**src/rtl/bird_pkg.sv**
```systemverilog
// ---------------------------------------------------------------------------
// bird_pkg
// Shared types and constants for the bird sprite controller:
//   - bird_state_t : life-cycle states of the bird (encoding is visible on
//                    the stateOut debug port, so values are fixed)
//   - EDGE_*       : bit positions inside the bitmap's {Left,Top,Right,Bottom}
//                    HitEdgeCode vector
//   - COORD_W      : width of integer screen coordinates
//   - fpWidth()    : width of the signed fixed-point position/velocity words
//   - edgeMask()   : keeps only the edges that steer vertical motion
// ---------------------------------------------------------------------------
package bird_pkg;

  typedef enum logic [2:0] {
    ST_IDLE    = 3'd0,
    ST_FLY     = 3'd1,
    ST_FALL    = 3'd2,
    ST_RESPAWN = 3'd3
  } bird_state_t;

  localparam int EDGE_LEFT   = 3;
  localparam int EDGE_TOP    = 2;
  localparam int EDGE_RIGHT  = 1;
  localparam int EDGE_BOTTOM = 0;

  localparam int COORD_W = 11;

  // Integer part, fraction, plus one sign bit so that upward velocities and
  // intermediate sums never alias into large positive coordinates.
  function automatic int fpWidth(input int fracBits);
    return COORD_W + fracBits + 1;
  endfunction

  // Left/right contacts never change vertical velocity, so they are removed
  // before the bounce decision looks at the latched edge flags.
  function automatic logic [3:0] edgeMask(input logic [3:0] edges);
    return edges & ~(4'(1 << EDGE_LEFT) | 4'(1 << EDGE_RIGHT));
  endfunction

endpackage

```
**src/rtl/frame_event_latch.sv**
```systemverilog
// ---------------------------------------------------------------------------
// frame_event_latch
// Accumulates pixel-level collision events over one video frame so the
// frame-rate FSM can act on them at the next frame tick.
// Ports:
//   clk, resetN          : clock, asynchronous active-low reset
//   i_startOfFrame       : frame tick; the accumulated flags are consumed on
//                          this cycle and restart from empty afterwards
//   i_showBird           : collisions count only while the bird is drawn
//   i_shotCollision      : bird/projectile overlap
//   i_borderCollision    : bird/border overlap
//   i_hitEdgeCode        : {Left,Top,Right,Bottom} edge hit by the bitmap
//   o_shotL              : a shot was seen this frame
//   o_edgeL              : OR of all edge codes seen on border contacts
// ---------------------------------------------------------------------------
module frame_event_latch (
  input  logic       clk,
  input  logic       resetN,
  input  logic       i_startOfFrame,
  input  logic       i_showBird,
  input  logic       i_shotCollision,
  input  logic       i_borderCollision,
  input  logic [3:0] i_hitEdgeCode,
  output logic       o_shotL,
  output logic [3:0] o_edgeL
);

  logic       r_shotL;
  logic [3:0] r_edgeL;

  // On the frame tick the old contents are dropped, but an event arriving on
  // that same cycle is still captured so it is acted on at the next tick.
  always_ff @(posedge clk or negedge resetN) begin
    if (!resetN) begin
      r_shotL <= 1'b0;
      r_edgeL <= 4'b0;
    end else begin
      r_shotL <= (i_startOfFrame ? 1'b0 : r_shotL)
               | (i_shotCollision & i_showBird);
      r_edgeL <= (i_startOfFrame ? 4'b0 : r_edgeL)
               | ((i_borderCollision & i_showBird) ? i_hitEdgeCode : 4'b0);
    end
  end

  assign o_shotL = r_shotL;
  assign o_edgeL = r_edgeL;

endmodule

```
**src/rtl/bird_flight_ctrl.sv**
```systemverilog
// ---------------------------------------------------------------------------
// bird_flight_ctrl
// Frame-rate controller for one bird sprite: owns its position, visibility
// and life cycle (idle, flying, falling after a shot, hidden respawn wait).
// Position and velocity are signed fixed-point with FP_BITS fraction bits;
// everything updates only on the cycle after startOfFrame.
// Ports:
//   clk, resetN       : clock, asynchronous active-low reset
//   startOfFrame      : one-cycle pulse per video frame
//   enable            : game running; low returns the bird to IDLE at a tick
//   shotCollision     : bird/projectile pixel overlap
//   borderCollision   : bird/border pixel overlap
//   HitEdgeCode       : {Left,Top,Right,Bottom} from the bird bitmap
//   topLeftX/Y        : integer top-left position for the rectangle block
//   showBird          : draw enable for the bitmap
//   birdHit           : one-cycle score pulse when the bird is shot
//   stateOut          : current state encoding (debug)
// ---------------------------------------------------------------------------
module bird_flight_ctrl
  import bird_pkg::*;
#(
  parameter logic [10:0] INIT_X         = 11'd0,
  parameter logic [10:0] INIT_Y         = 11'd120,
  parameter int          SCREEN_WIDTH   = 640,
  parameter int          SCREEN_HEIGHT  = 480,
  parameter int          FP_BITS        = 6,
  parameter int          SPEED_X        = 64,
  parameter int          SPEED_Y        = 32,
  parameter int          FALL_ACCEL     = 16,
  parameter int          RESPAWN_FRAMES = 60
) (
  input  logic        clk,
  input  logic        resetN,
  input  logic        startOfFrame,
  input  logic        enable,
  input  logic        shotCollision,
  input  logic        borderCollision,
  input  logic [3:0]  HitEdgeCode,
  output logic [10:0] topLeftX,
  output logic [10:0] topLeftY,
  output logic        showBird,
  output logic        birdHit,
  output logic [2:0]  stateOut
);

  localparam int W     = fpWidth(FP_BITS);
  localparam int CNT_W = (RESPAWN_FRAMES > 1) ? $clog2(RESPAWN_FRAMES) : 1;

  localparam logic signed [W-1:0] INIT_X_FP = W'({INIT_X, {FP_BITS{1'b0}}});
  localparam logic signed [W-1:0] INIT_Y_FP = W'({INIT_Y, {FP_BITS{1'b0}}});
  localparam logic signed [W-1:0] VX_FP     = W'(SPEED_X);
  localparam logic signed [W-1:0] VY_FP     = W'(SPEED_Y);
  localparam logic signed [W-1:0] ACC_FP    = W'(FALL_ACCEL);
  // Limits are compared in fixed point: pos >= LIMIT<<FP is the same test as
  // floor(pos) >= LIMIT.
  localparam logic signed [W-1:0] XLIM_FP   = W'(SCREEN_WIDTH * (2 ** FP_BITS));
  localparam logic signed [W-1:0] YLIM_FP   = W'(SCREEN_HEIGHT * (2 ** FP_BITS));
  localparam logic [CNT_W-1:0]    CNT_LAST  = CNT_W'(RESPAWN_FRAMES - 1);

  bird_state_t           r_state;
  logic signed [W-1:0]   r_posX;
  logic signed [W-1:0]   r_posY;
  logic signed [W-1:0]   r_vx;
  logic signed [W-1:0]   r_vy;
  logic [CNT_W-1:0]      r_respCnt;
  logic                  r_showBird;
  logic                  r_birdHit;

  logic                  w_shotL;
  logic [3:0]            w_edgeL;
  logic signed [W-1:0]   w_flyVy;
  logic signed [W-1:0]   w_flyX;
  logic signed [W-1:0]   w_flyY;
  logic signed [W-1:0]   w_fallVy;
  logic signed [W-1:0]   w_fallY;

  frame_event_latch u_eventLatch (
    .clk               (clk),
    .resetN            (resetN),
    .i_startOfFrame    (startOfFrame),
    .i_showBird        (r_showBird),
    .i_shotCollision   (shotCollision),
    .i_borderCollision (borderCollision),
    .i_hitEdgeCode     (HitEdgeCode),
    .o_shotL           (w_shotL),
    .o_edgeL           (w_edgeL)
  );

  // Bounce decision: a lone top contact pushes the bird down, a lone bottom
  // contact pushes it up; touching both at once is ambiguous and keeps vy.
  always_comb begin
    w_flyVy = r_vy;
    case (edgeMask(w_edgeL))
      4'(1 << EDGE_TOP):    w_flyVy = VY_FP;
      4'(1 << EDGE_BOTTOM): w_flyVy = -VY_FP;
      default:              w_flyVy = r_vy;
    endcase
  end

  // The new velocity is applied within the same frame step.
  assign w_flyX   = r_posX + r_vx;
  assign w_flyY   = r_posY + w_flyVy;
  assign w_fallVy = r_vy + ACC_FP;
  assign w_fallY  = r_posY + w_fallVy;

  // Life-cycle FSM and position datapath. All changes happen on frame ticks;
  // birdHit is the only output that returns to 0 on its own.
  always_ff @(posedge clk or negedge resetN) begin
    if (!resetN) begin
      r_state    <= ST_IDLE;
      r_posX     <= INIT_X_FP;
      r_posY     <= INIT_Y_FP;
      r_vx       <= '0;
      r_vy       <= '0;
      r_respCnt  <= '0;
      r_showBird <= 1'b0;
      r_birdHit  <= 1'b0;
    end else begin
      r_birdHit <= 1'b0;
      if (startOfFrame) begin
        if (!enable) begin
          r_state    <= ST_IDLE;
          r_posX     <= INIT_X_FP;
          r_posY     <= INIT_Y_FP;
          r_vx       <= '0;
          r_vy       <= '0;
          r_respCnt  <= '0;
          r_showBird <= 1'b0;
        end else begin
          case (r_state)
            ST_IDLE: begin
              r_state    <= ST_FLY;
              r_showBird <= 1'b1;
              r_posX     <= INIT_X_FP;
              r_posY     <= INIT_Y_FP;
              r_vx       <= VX_FP;
              r_vy       <= VY_FP;
            end
            ST_FLY: begin
              // A shot freezes the bird where it is; bounce is discarded.
              if (w_shotL) begin
                r_state   <= ST_FALL;
                r_vx      <= '0;
                r_vy      <= '0;
                r_birdHit <= 1'b1;
              end else begin
                r_vy   <= w_flyVy;
                r_posY <= w_flyY;
                r_posX <= (w_flyX >= XLIM_FP) ? '0 : w_flyX;
              end
            end
            ST_FALL: begin
              r_vy   <= w_fallVy;
              r_posY <= w_fallY;
              if (w_fallY >= YLIM_FP) begin
                r_state    <= ST_RESPAWN;
                r_showBird <= 1'b0;
                r_respCnt  <= '0;
              end
            end
            ST_RESPAWN: begin
              if (r_respCnt == CNT_LAST) begin
                r_state    <= ST_FLY;
                r_showBird <= 1'b1;
                r_posX     <= INIT_X_FP;
                r_posY     <= INIT_Y_FP;
                r_vx       <= VX_FP;
                r_vy       <= VY_FP;
                r_respCnt  <= '0;
              end else begin
                r_respCnt <= r_respCnt + 1'b1;
              end
            end
            default: begin
              r_state    <= ST_IDLE;
              r_posX     <= INIT_X_FP;
              r_posY     <= INIT_Y_FP;
              r_vx       <= '0;
              r_vy       <= '0;
              r_respCnt  <= '0;
              r_showBird <= 1'b0;
            end
          endcase
        end
      end
    end
  end

  assign topLeftX = r_posX[FP_BITS +: COORD_W];
  assign topLeftY = r_posY[FP_BITS +: COORD_W];
  assign showBird = r_showBird;
  assign birdHit  = r_birdHit;
  assign stateOut = r_state;

endmodule

```
**config.mk**
```make
export PLATFORM = sky130hd
export DESIGN_NAME = bird_flight_ctrl
export DESIGN_NICKNAME = d
export VERILOG_FILES = /design/src/rtl/bird_pkg.sv /design/src/rtl/frame_event_latch.sv /design/src/rtl/bird_flight_ctrl.sv
export SDC_FILE = /design/constraint.sdc
export NUM_CORES = 1
export LEC_CHECK = 0
export CAP_MARGIN = 20
export CELL_PAD_IN_SITES_DETAIL_PLACEMENT = 0
export CELL_PAD_IN_SITES_GLOBAL_PLACEMENT = 1
export CORE_ASPECT_RATIO = 1.5
export CORE_MARGIN = 4
export CORE_UTILIZATION = 49
export CTS_CLUSTER_DIAMETER = 50
export DETAILED_ROUTE_END_ITERATION = 10
export GPL_TIMING_DRIVEN = 0
export PLACE_DENSITY = 0.84
export SYNTH_ARGS = -nofsm -noshare
export SYNTH_HDL_FRONTEND = slang
export SYNTH_SLANG_ARGS = --single-unit
```
**constraint.sdc**
```tcl
create_clock -name clk -period 10 [get_ports clk]
set_clock_uncertainty 0.15 [all_clocks]
set_input_delay 2 -clock clk [delete_from_list [all_inputs] [get_ports clk]]
set_output_delay 2 -clock clk [all_outputs]
set_load 0.05 [all_outputs]
```
* Word-level counts from Yosys, hierarchy flattened *
Index checks and enable logic that the tools add are counted.

storage, ports and cells
  register bits after elaboration = 88
  input port bits = 10
  output and inout port bits = 27

cells by class
  add/sub/neg operators = 5
  order comparisons = 2
  equality and inequality tests = 13
  muxes and demuxes = 38
  bitwise gates (word level) = 4
  reductions and logical operators = 9

operator list
  cell                   count
  $mux 18                13
  $pmux 18 s4            2
  $pmux 18 s3            2
  $add 18x18->18         3
  $pmux 18 s2            1
  $add 18x6->18 const B  1
  $ge 18x16->1 const B   1
  $ge 18x17->1 const B   1
  $mux 6                 3
  $pmux 6 s3             1
  $reduce_and 4->1       4
  $mux 3                 4
  $pmux 3 s4             1
  $ne 3x3->1 const B     3
  $mux 1                 8
  $mux 4                 2
  $add 6x1->6 const B    1
  $eq 3x2->1 const B     2
  $eq 6x6->1 const B     1
  $ne 2x2->1 const B     3
  $reduce_and 3->1       2
  $or 4x4->4             1
  $pmux 1 s4             1
  $eq 3x1->1 const B     1
  other kinds (8)        9

* Logic depth before layout (Yosys ltp) *
Gate-level depths: netlist of run 1.

  depth after elaboration = 6
  depth in mapped cells = 16
  depth with buffers taken out = 14

* Cells and area by module *
From an unflattened synthesis of run 1, not the netlist that was laid out.

unflattened totals
  cell total of the unflattened synthesis = 634
  area total of the unflattened synthesis = 5,355.1 µm²

by module, submodules not included
  module             instances  cells an instance  area each (µm²)  seq. area each (µm²)
  bird_flight_ctrl   1          614                5,162.5          1,481.4
  frame_event_latch  1          20                 192.7            125.1

* Worst setup path before layout of run 1 *
No wires, ideal clock.

  kind = reg-to-reg
  start point = register u_eventLatch.r_edgeL[0], in the netlist u_eventLatch.o_edgeL[0]
  end point = register r_posY[16]
  arrival time = 3.583 ns
  required time = 9.781 ns
  setup slack = 6.198 ns
  stages on the path, launching flop included = 16
  buffers on the path = 2
  cell sequence = dfrtp_1 ha_1 clkbuf_1 clkbuf_1 and2_1 ha_1 fa_1 a21o_1 a21o_1 a21oi_1 o21a_1 or4_1 a31oi_1 a21oi_1 or4b_1 nand3_1

on the way
  cells in the longest elaborated chain, start to end = 6
  elaborated cells between the ends (all ways) = 7

ends and longest elaborated chain
  what                                      line                     RTL
  start: declaration                        frame_event_latch.sv:29  logic [3:0] r_edgeL;
  start signal: assignment                  frame_event_latch.sv:40  r_edgeL <= (i_startOfFrame ? 4'b0 : r_edgeL)
  $eq 2x1->1 or $eq 2x2->1 (tied branches)  bird_flight_ctrl.sv:93   case (edgeMask(w_edgeL))
  $pmux 18 s2 (*)                           bird_flight_ctrl.sv:93
  $add 18x18->18 (*)                        bird_flight_ctrl.sv:102  assign w_flyY = r_posY + w_flyVy;
  $mux 18 (*)                               bird_flight_ctrl.sv:141  if (w_shotL) begin
  $pmux 18 s3 (*)                           bird_flight_ctrl.sv:130  case (r_state)
  $mux 18 (*)                               bird_flight_ctrl.sv:121  if (!enable) begin
  end signal: assignment                    bird_flight_ctrl.sv:148  r_posY <= w_flyY;
  end signal: assignment                    bird_flight_ctrl.sv:154  r_posY <= w_fallY;
  end: declaration                          bird_flight_ctrl.sv:62   logic signed [W-1:0] r_posY;

Mark *: on every way between the ends. The rest lies on a longest branch, timed or not. The select of a mux whose other input is x is not followed.
A chain may end at the register's enable or synchronous reset.

* Final worst setup path of run 1 *
Ends and elaborated chain as after synthesis.

==> metrics.txt, run 1 <==
status=completed; die area=12800 µm²; Synth async-reset ratio=100%; routed vias=roughly 5100; Cell Rows=46; GP Congestion=0.916; crit path time final=roughly 4600 ps; Final TNS setup=0 ps; antenna cells=0; Clk pin slew, worst setup/hold paths=approximately 60 ps; Die Ht=roughly 140 µm; FF+latch count, synth=62; mapped cell area=5390 µm²; Worst setup EP type=flop; Max Cap Viol=0; Hold Path Origin=r_respCnt[5]$_DFFE_PN0P_; most frequent cells in the layout=nand2_1, dfrtp_1, o21ai_0; slowest cell delay on critical path=580 ps; initial antenna violation count=0; area grow syn2layout=15.6%; CP Class=reg -> reg; Worst Path Arrival=approximately 4700 ps; post-CTS sizing=0; hpwl dp=11.8 mm; DR DRC count=0; Period Utilization, post-route=45.7%; relative slew slack=a little over two fifths; First-pass DRT Iterations=5; CP cell instances=ha_1, clkbuf_1, clkbuf_1, and2_1, ha_1, fa_1, a21o_1, a21o_1, a21oi_1, o21a_1, or4_1, a31oi_1, a21oi_1, or4b_1, nand3_1; hold_buf cts=0; Top delay family on crit path=simple AND/OR/NAND/NOR gates; grt total ovfl=0; commonest non-fill, non-tap cell in the layout=nand2_1; Syn Inst Count=approximately 660; Setup crit start=u_eventLatch.o_edgeL[0]$_DFF_PN0_; Sinks on Clock Net=62; Starting Density=50.7%; latest clock arrival within the worst-skew pair=330 ps; CTS tree=done; post-route ant nets=0; Hold/Removal Path Class=reg -> reg; clock root buffer=clkbuf_16; Lkg Pwr=2.87 nW; critical path required time=10110 ps; layout net count=754; layout cells sized above 1=about a tenth; Final Setup Violations=0; largest net degree at the start of global routing=63; RSZ-0062 raised after global routing=no; Slew Limit Fails=0; Post-CTS Setup Inserts=0; total power=1.20 mW; core region area=~11000 µm²; Ports=37; initial drt markers=319; Post-synth EDFFs=0; Longest Clk Path Bufs=2; port bufs=33; Distinct cells, synth=67; Syn Nets=710; RR Startpoint=u_eventLatch.o_edgeL[0]$_DFF_PN0_; Synth Warn #=0; worst-margin pin slew=around 870 ps; vias in the first global route=between 4000 and 5000; CP max stage cell=or4_1; Critical Path Fanout Max=10; clock buffer count from CTS=9; number of fill cells=1019; DRT Wirelength=15.3 mm; Max rail drop VDD=0.129 mV; sequential area share after synthesis=approximately 29%; pwr dens=roughly 190 nW/µm²; wire per inst=18.0 µm; Die W=93.7 µm; Worst Setup Start Kind=flop; Via density=5.98; worst path bufs/invs=2; H-tree depth=3; Top FF cell, synth=dfrtp_1; Mean Syn Cell Area=approximately 8.2 µm²; Total GRT Usage=24.9%; first-pass GRT wire length=25.0 mm; final hold vios=0; Fmax achieved=219 MHz
## layout make-up
| type | count | area [µm²] | share of cell area (%) |
|---|---|---|---|
| sequential | 62 | 1560 | 25.0 |
| tap | 144 | 180 | 2.89 |
| inverter | 21 | 78.8 | 1.26 |
| multi-input combinational | 528 | 3500 | 56.1 |
| timing repair buffer | 33 | 328 | 5.26 |
| clock buffer | 11 | 253 | 4.05 |
| buffer | 45 | 260 | 4.17 |
| clock inverter | 5 | 81.3 | 1.30 |
## cells by family after synthesis
group           share of synthesized area [%]
compound gates                           25.2
xor+xnor                                 6.49
fa+ha+maj                                10.5
buf+inv                                  6.29
flops                                    28.9
mux                                     0.997
other cells                            0.0695
simple gates                             21.6
## metal layers
layer / track usage [%] / up-vias / share of wire [%]
li1: - / 2471 / -
met1: 28.7 / 2447 / 41
met2: 45.6 / 132 / 52
met3: 3.58 / 27 / 3.8
met4: 10.4 / 0 / 2.9
met5: 0 / - / 0
## worst paths after layout
kind | endpoint | slack (ps) | cells after the start
max | r_posY[16]$_DFFE_PN0P_ | 5430 | 15
max reg2reg | r_posY[16]$_DFFE_PN0P_ | 5430 | 15
min | r_respCnt[5]$_DFFE_PN0P_ | 360 | 1
max in group asynchronous | r_posY[13]$_DFFE_PN0P_ | 7490 | 1
min in group asynchronous | r_respCnt[2]$_DFFE_PN0P_ | 1620 | 1
min reg2reg | r_respCnt[5]$_DFFE_PN0P_ | 360 | 1
## state kept, by name, indices dropped and copies added, names as in the netlist, 2 cells and up
register	cells
stateOut	2
u_eventLatch.o_edgeL	2
r_posY	18
r_respCnt	6
r_vy	18
r_posX	12
## stage by stage
stage	worst slack, ps	std cells	util, %	instance area [µm²]	hold slack [ps]
floorplan	6200	656	-	5390	296
global placement	4550	833	55.5	5900	329
detailed placement	5150	833	55.4	5900	343
CTS	5430	849	58.6	6240	349
global route	5160	849	58.6	6240	364
finish	5430	849	58.6	6240	356
## Yosys cell counts, types with 4 or more instances
cell / n / share of area (%)
nand2_1: 94 / 6.5
dfrtp_1: 58 / 27
o21ai_0: 54 / 5.0
nor2_1: 44 / 3.1
ha_1: 42 / 9.7
a21oi_1: 23 / 2.1
buf_4: 23 / 3.2
xnor2_1: 23 / 3.7
inv_1: 21 / 1.5
nand3_1: 20 / 1.9
clkbuf_1: 18 / 1.3
a21o_1: 17 / 2.4
a22oi_1: 17 / 2.4
xor2_1: 17 / 2.8
and2_1: 14 / 1.6
nand2b_1: 12 / 1.4
nor3_1: 12 / 1.1
o31ai_1: 9 / 1.3
a31oi_1: 8 / 0.93
and3_1: 8 / 0.93
nand4_1: 6 / 0.70
o22ai_1: 6 / 0.70
or3_1: 6 / 0.70
a221oi_1: 5 / 0.81
a22o_1: 5 / 0.81
a32o_1: 5 / 0.93
o21a_1: 5 / 0.70
a211o_1: 4 / 0.65
a32oi_1: 4 / 0.65
and4_1: 4 / 0.65
dfstp_2: 4 / 1.9
o211ai_1: 4 / 0.56
o21bai_1: 4 / 0.56
o311ai_0: 4 / 0.65
## worst reg2reg max path: stages (launching register included)
cell      delay [ps]
dfrtp_1          380
ha_1             300
clkbuf_1         390
clkbuf_1         440
and2_1           200
ha_1             210
fa_1             240
a21o_1           130
a21o_1           140
a21oi_1          100
o21a_1           240
or4_1            580
a31oi_1          260
a21oi_1          150
or4b_1           490
nand3_1          110
## report_power, final
group	internal (mW)	switching, mW
Sequential	0.284	0.0351
Combinational	0.179	0.354
Clock	0.232	0.119
Total	0.695	0.507
(Power assumes the default switching activity.)
==> inputs of run 2 (changes only) <==
--- a/config.mk
+++ b/config.mk
@@ -10,11 +10,11 @@
 export CELL_PAD_IN_SITES_GLOBAL_PLACEMENT = 1
 export CORE_ASPECT_RATIO = 1.5
 export CORE_MARGIN = 4
-export CORE_UTILIZATION = 49
+export CORE_UTILIZATION = 46
 export CTS_CLUSTER_DIAMETER = 50
 export DETAILED_ROUTE_END_ITERATION = 10
 export GPL_TIMING_DRIVEN = 0
-export PLACE_DENSITY = 0.84
+export PLACE_DENSITY = 0.8
 export SYNTH_ARGS = -nofsm -noshare
 export SYNTH_HDL_FRONTEND = slang
 export SYNTH_SLANG_ARGS = --single-unit
==> constraint.sdc (replaced) <==
create_clock -name clk -period 4.4 [get_ports clk]
set_clock_uncertainty 0.15 [all_clocks]
set_input_delay 0.88 -clock clk [delete_from_list [all_inputs] [get_ports clk]]
set_output_delay 0.88 -clock clk [all_outputs]
set_load 0.05 [all_outputs]
==> run 2 against run 1 <==
Combinational power grew 130%; global-route usage shrank 1.3 points; critical path depth shrank 1; first-iteration DRC count shrank 20%; highest routed layer unchanged; core utilization shrank 3.4 points; sequential share of layout area shrank 0.38 points; setup slack lost 5200 ps; fmax grew 9.6%; count of clock-buffer cells in the layout shrank 2; hold slack lost 5.6 ps; die area grew 6.0%; sequential power grew 130%.
==> metrics.txt, run 2 (same netlist as run 1, synthesis figures left out) <==
hpwl dp=11.7 mm (was 11.8 mm); worst hold endpoint=r_respCnt[5]$_DFFE_PN0P_ (unchanged); hold_buf cts=0 (unchanged); RR Endpoint=r_posY[16]$_DFFE_PN0P_ (unchanged); Max Cap Viol=0 (unchanged); Via density=5.90 (was 5.98); Placed Cells=839 (was 833); number of fill cells=1115 (was 1019); worst path bufs/invs=1 (was 2); core region area=11500 µm² (was 10600 µm²); routed vias=5044 (was 5077); Fmax achieved=240 MHz (was 219 MHz); Clk pin slew, worst setup/hold paths=60 ps (about the same); crit path time final=4170 ps (was 4570 ps); initial antenna violation count=0 (unchanged); Largest regs=r_posY (18), r_vy (18), r_posX (12) (unchanged); Die Ht=141 µm (was 137 µm); commonest non-fill, non-tap cell in the layout=nand2_1 (unchanged); Hold Path Origin=r_respCnt[5]$_DFFE_PN0P_ (unchanged); Reg area=1560 µm² (unchanged); Lkg Pwr=2.91 nW (was 2.87 nW); initial drt markers=256 (was 319); post-route ant nets=0 (unchanged); CP max stage cell=or4_1 (unchanged); H-tree depth=3 (unchanged); Total GRT Usage=23.6% (was 24.9%); Cell Rows=48 (was 46); final hold vios=0 (unchanged); relative slew slack=43.7% (was 42.3%); First-pass DRT Iterations=4 (was 5); Starting Density=47.0% (was 50.7%); RR Startpoint=u_eventLatch.o_edgeL[0]$_DFF_PN0_ (unchanged); Final TNS setup=0 ps (unchanged); DR DRC count=0 (unchanged); DRT Wirelength=15.5 mm (was 15.3 mm); GP Congestion=0.897 (was 0.916); layout cells sized above 1=11.5% (was 9.36%); CP Class=reg -> reg (unchanged); Max rail drop VDD=0.270 mV (was 0.129 mV); slowest cell delay on critical path=580 ps (about the same); Die W=96.4 µm (was 93.7 µm); Ports=37 (unchanged); die area=13600 µm² (was 12800 µm²); clock buffer count from CTS=9 (unchanged); largest net degree at the start of global routing=63 (unchanged); latest clock arrival within the worst-skew pair=330 ps (about the same); total power=2.80 mW (was 1.20 mW); CTS tree=done (unchanged); CP cell instances=ha_2, clkbuf_2, and2_1, ha_1, fa_1, a21o_1, a21o_1, a21oi_1, o21a_1, or4_1, a31oi_1, a21oi_1, or4b_1, nand3_1 (was ha_1, clkbuf_1, clkbuf_1, and2_1, ha_1, fa_1, a21o_1, a21o_1, a21oi_1, o21a_1, or4_1, a31oi_1, a21oi_1, or4b_1, nand3_1); Finished Layout Cells=855 (was 849); Worst Setup Start Kind=flop (unchanged); Period Utilization, post-route=94.8% (was 45.7%); Reg2Reg Depth=14 (was 15); Seq pwr share=26.1% (was 26.5%); Hold Crit Depth=1 (unchanged); Internal Power=1.62 mW (was 0.695 mW); status=completed (unchanged); critical path required time=4520 ps (was 10110 ps); worst-margin pin slew=845 ps (was 866 ps); Critical Path Fanout Max=11 (was 10); first-pass GRT wire length=25.0 mm (about the same); wire per inst=18.1 µm (was 18.0 µm); Slew Limit Fails=0 (unchanged); Hold/Removal Path Class=reg -> reg (unchanged); Top delay family on crit path=simple AND/OR/NAND/NOR gates (unchanged); Multi-input gate area=3570 µm² (was 3500 µm²); area grow syn2layout=17.4% (was 15.6%); antenna cells=0 (unchanged); clock group share of total power=30.1% (was 29.2%); Sw Pwr=1.18 mW (was 0.507 mW); port bufs=33 (unchanged); RSZ-0062 raised after global routing=no (unchanged); Final Setup Violations=0 (unchanged); vias in the first global route=4961 (was 4994); most frequent cells in the layout=nand2_1, dfrtp_1, o21ai_0 (unchanged); Gate power share=43.8% (was 44.3%); Sinks on Clock Net=62 (unchanged); Longest Clk Path Bufs=2 (unchanged); pwr dens=442 nW/µm² (was 193 nW/µm²); grt total ovfl=0 (unchanged); sw frac=42.1% (was 42.2%); Worst Path Arrival=4290 ps (was 4680 ps); layout net count=754 (unchanged); Worst setup EP type=flop (unchanged); R2R Setup Slk=230 ps (was 5430 ps); clock root buffer=clkbuf_16 (unchanged)
[run 2: cell types whose count changed in the layout (fill, tap and decap cells not counted), moves of 2 or more]
cell / previous run / this run
clkbuf_2: 2 / 4
o21ai_1: 0 / 3
clkbuf_1: 18 / 15
ha_2: 0 / 2
o21ai_0: 54 / 51
ha_1: 42 / 39
clkbuf_8: 2 / 0
[run 2: layout make-up]
| class | instances | area share [%] |
|---|---|---|
| Buffer | 44 | 4.09 |
| Clock buffer | 9 | 3.56 |
| Clock inverter | 7 | 1.92 |
| Inverter | 21 | 1.24 |
| Multi-Input combinational cell | 528 | 56.4 |
| Sequential cell | 62 | 24.6 |
| Tap cell | 150 | 2.96 |
| Timing Repair Buffer | 34 | 5.30 |
[run 2: worst max-delay path by stage]
stage / start / slack (ps) / end / cells after the start
floorplan: u_eventLatch.o_edgeL[0]$_DFF_PN0_ / 600 / r_posY[16]$_DFFE_PN0P_ / 15
global placement: u_eventLatch.o_edgeL[0]$_DFF_PN0_ / -120 / r_posY[16]$_DFFE_PN0P_ / 15
detailed placement: u_eventLatch.o_edgeL[0]$_DFF_PN0_ / -150 / r_posY[16]$_DFFE_PN0P_ / 15
CTS: r_vy[4]$_DFFE_PN0P_ / 30 / r_respCnt[1]$_DFFE_PN0P_ / 13
global route: r_vy[4]$_DFFE_PN0P_ / 5 / r_respCnt[5]$_DFFE_PN0P_ / 14
finish: u_eventLatch.o_edgeL[0]$_DFF_PN0_ / 230 / r_posY[16]$_DFFE_PN0P_ / 14
[run 2: what timing repair did]
action,in CTS,in global routing
resized for setup,1,20
buffers inserted,0,1
setup endpoints to repair,1,10
pin swaps,0,1
[run 2: power by group through the flow]
| stage | clock (mW) | combinational [mW] | sequential (mW) |
|---|---|---|---|
| floorplan | 0 | 0.800 | 0.754 |
| global placement | 0 | 1.18 | 0.733 |
| detailed placement | 0 | 1.19 | 0.735 |
| CTS | 0.856 | 1.20 | 0.726 |
| global route | 0.877 | 1.33 | 0.740 |
| finish | 0.841 | 1.22 | 0.731 |
[run 2: metal layers]
metal	track usage, %	up-vias	routed length, µm
li1	-	2459	-
met1	28.5	2438	6440
met2	41.3	122	8140
met3	3.15	25	492
met4	9.61	0	439
met5	0	-	0
[run 2: per-stage QoR]
stage	area (µm²)	worst slack (ps)	hold WS [ps]	utilization, %
detailed placement	5910	-148	343	51.5
global route	6330	4.88	378	55.2
CTS	6250	34.6	348	54.5
finish	6330	227	350	55.2
floorplan	5390	598	296	-
global placement	5910	-123	329	51.5
==> inputs of run 3 (changes only) <==
--- a/config.mk
+++ b/config.mk
@@ -15,6 +15,7 @@
 export DETAILED_ROUTE_END_ITERATION = 10
 export GPL_TIMING_DRIVEN = 0
 export PLACE_DENSITY = 0.8
+export SLEW_MARGIN = 20
 export SYNTH_ARGS = -nofsm -noshare
 export SYNTH_HDL_FRONTEND = slang
 export SYNTH_SLANG_ARGS = --single-unit
==> run 3 against run 2 <==
Setup slack worse by 15 ps; total power is 4.5% lower; non-clock buffer count is 1 higher; sequential power hardly changed; routed wire length is 0.17% higher; cell count is 0.12% higher; combinational power hardly changed; critical path depth stayed put; global-route usage is 0.065 points higher; hold slack worse by 26 ps; highest routed layer unchanged.
==> metrics.txt, run 3 (same netlist as run 1, synthesis figures left out) <==
die area=13600 µm² (unchanged); initial antenna violation count=0 (unchanged); Die W=96.4 µm (unchanged); met2 Track Usage GR=41.9% (was 41.3%); Clk pin slew, worst setup/hold paths=60 ps (about the same); worst path bufs/invs=1 (unchanged); largest net degree at the start of global routing=37 (was 63); relative slew slack=49.7% (was 43.7%); final hold vios=0 (unchanged); First-pass DRT Iterations=5 (was 4); clock group share of total power=27.0% (was 30.1%); Cell Rows=48 (unchanged); layout net count=755 (was 754); pwr dens=426 nW/µm² (was 442 nW/µm²); crit path time final=4190 ps (was 4170 ps); Final Setup Violations=0 (unchanged); antenna cells=0 (unchanged); total power=2.67 mW (was 2.80 mW); Fmax achieved=239 MHz (was 240 MHz); Longest Clk Path Bufs=2 (unchanged); Seq pwr share=27.3% (was 26.1%); Reg2Reg Depth=14 (unchanged); Worst Path Arrival=4310 ps (was 4290 ps); met3 Usage GRT=3.15% (unchanged); design area=6270 µm² (was 6330 µm²); port bufs=33 (unchanged); Period Utilization, post-route=95.2% (was 94.8%); first-pass GRT wire length=25.0 mm (about the same); met1 Resource Use GR=28.8% (was 28.5%); Ports=37 (unchanged); latest clock arrival within the worst-skew pair=340 ps (was 330 ps); status=completed (unchanged); Internal Power=1.51 mW (was 1.62 mW); Largest regs=r_posY (18), r_vy (18), r_posX (12) (unchanged); CTS tree=done (unchanged); area grow syn2layout=16.2% (was 17.4%); CP Class=reg -> reg (unchanged); Slew Limit Fails=0 (unchanged); RR Startpoint=u_eventLatch.o_edgeL[0]$_DFF_PN0_ (unchanged); initial drt markers=199 (was 256); DP Area=5930 µm² (was 5910 µm²); gr busiest metal=met2 (unchanged); post-route ant nets=0 (unchanged); critical path required time=4520 ps (about the same); Max Cap Viol=0 (unchanged); R2R Setup Slk=210 ps (was 230 ps); Die Ht=141 µm (unchanged); Worst Setup Start Kind=flop (unchanged); hpwl dp=11.9 mm (was 11.7 mm); Gate power share=45.8% (was 43.8%); wire per inst=18.1 µm (about the same); layout cells sized above 1=11.0% (was 11.5%); Lkg Pwr=2.89 nW (was 2.91 nW); GP Congestion=0.897 (unchanged); clock buffer count from CTS=9 (unchanged); Worst setup EP type=flop (unchanged); commonest non-fill, non-tap cell in the layout=nand2_1 (unchanged); RR Endpoint=r_posY[16]$_DFFE_PN0P_ (unchanged); CP max stage cell=or4_1 (unchanged); Total GRT Usage=23.7% (was 23.6%); slowest cell delay on critical path=580 ps (about the same); DR DRC count=0 (unchanged); most frequent cells in the layout=nand2_1, dfrtp_1, o21ai_0 (unchanged); sw frac=43.3% (was 42.1%); vias in the first global route=4933 (was 4961); grt total ovfl=0 (unchanged); Max rail drop VDD=0.317 mV (was 0.270 mV); core region area=11500 µm² (unchanged); H-tree depth=3 (unchanged); Finished Layout Cells=856 (was 855); worst-margin pin slew=754 ps (was 845 ps); CP cell instances=ha_2, clkbuf_2, and2_1, ha_1, fa_1, a21o_1, a21o_1, a21oi_1, o21a_1, or4_1, a31oi_1, a21oi_1, or4b_1, nand3_1 (unchanged); Hold/Removal Path Class=in -> async (was reg -> reg); Placed Cells=840 (was 839); Via density=5.88 (was 5.90); DRT Wirelength=15.5 mm (about the same); Critical Path Fanout Max=11 (unchanged); routed vias=5035 (was 5044); Sinks on Clock Net=62 (unchanged); Starting Density=47.0% (unchanged); Top delay family on crit path=simple AND/OR/NAND/NOR gates (unchanged); clock root buffer=clkbuf_16 (unchanged); Sw Pwr=1.16 mW (was 1.18 mW); number of fill cells=1093 (was 1115)
## run 3: power groups by stage
stage,clock (mW),sequential [mW],combinational [mW]
2_1_floorplan,0,0.754,0.800
3_3_place_gp,0,0.733,1.18
3_5_place_dp,0,0.735,1.20
4_1_cts,0.739,0.727,1.20
5_1_grt,0.764,0.740,1.33
6_report,0.720,0.728,1.22
## run 3: area by class of cell
class / count / area, µm² / area share (%)
well taps: 150 / 188 / 2.99
plain buffers: 44 / 259 / 4.13
repair buffers: 35 / 355 / 5.67
inverters: 21 / 78.8 / 1.26
clock inverters: 6 / 61.3 / 0.978
clock buffers: 10 / 239 / 3.81
multi-input cells: 528 / 3530 / 56.3
flip-flops and latches: 62 / 1560 / 24.8
## run 3: per-stage QoR
stage | setup WS (ps) | util [%] | setup TNS [ps] | hold WS [ps]
final | 211 | 54.7 | 0 | 324
after global routing | -28.0 | 54.7 | -28.0 | 347
after CTS | 45.3 | 54.3 | 0 | 336
after detailed placement | -145 | 51.7 | -145 | 346
after global placement | -123 | 51.5 | -328 | 329
after floorplan | 598 | - | 0 | 296
## run 3: how the worst max path moves through the flow
stage,start,cells past startpoint,to
CTS,r_vy[8]$_DFFE_PN0P_,14,r_respCnt[1]$_DFFE_PN0P_
finish,u_eventLatch.o_edgeL[0]$_DFF_PN0_,14,r_posY[16]$_DFFE_PN0P_
detailed placement,u_eventLatch.o_edgeL[0]$_DFF_PN0_,15,r_posY[16]$_DFFE_PN0P_
global placement,u_eventLatch.o_edgeL[0]$_DFF_PN0_,15,r_posY[16]$_DFFE_PN0P_
floorplan,u_eventLatch.o_edgeL[0]$_DFF_PN0_,15,r_posY[16]$_DFFE_PN0P_
global route,r_vy[4]$_DFFE_PN0P_,14,r_respCnt[5]$_DFFE_PN0P_
## run 3: timing repair
action | 4_1_cts | 5_1_grt
setup endpoints to repair | 1 | 9
hold buffers | 0 | 0
hold endpoints to repair | 0 | 0
pin swaps | 0 | 3
buffers inserted | 0 | 1
resized for setup | 1 | 14
## run 3: routing by layer
layer / share of wire (%) / vias to the layer above / routed length (µm)
li1: - / 2464 / -
met1: 42 / 2437 / 6490
met2: 53 / 110 / 8180
met3: 3.1 / 24 / 477
met4: 2.5 / 0 / 395
met5: 0 / - / 0
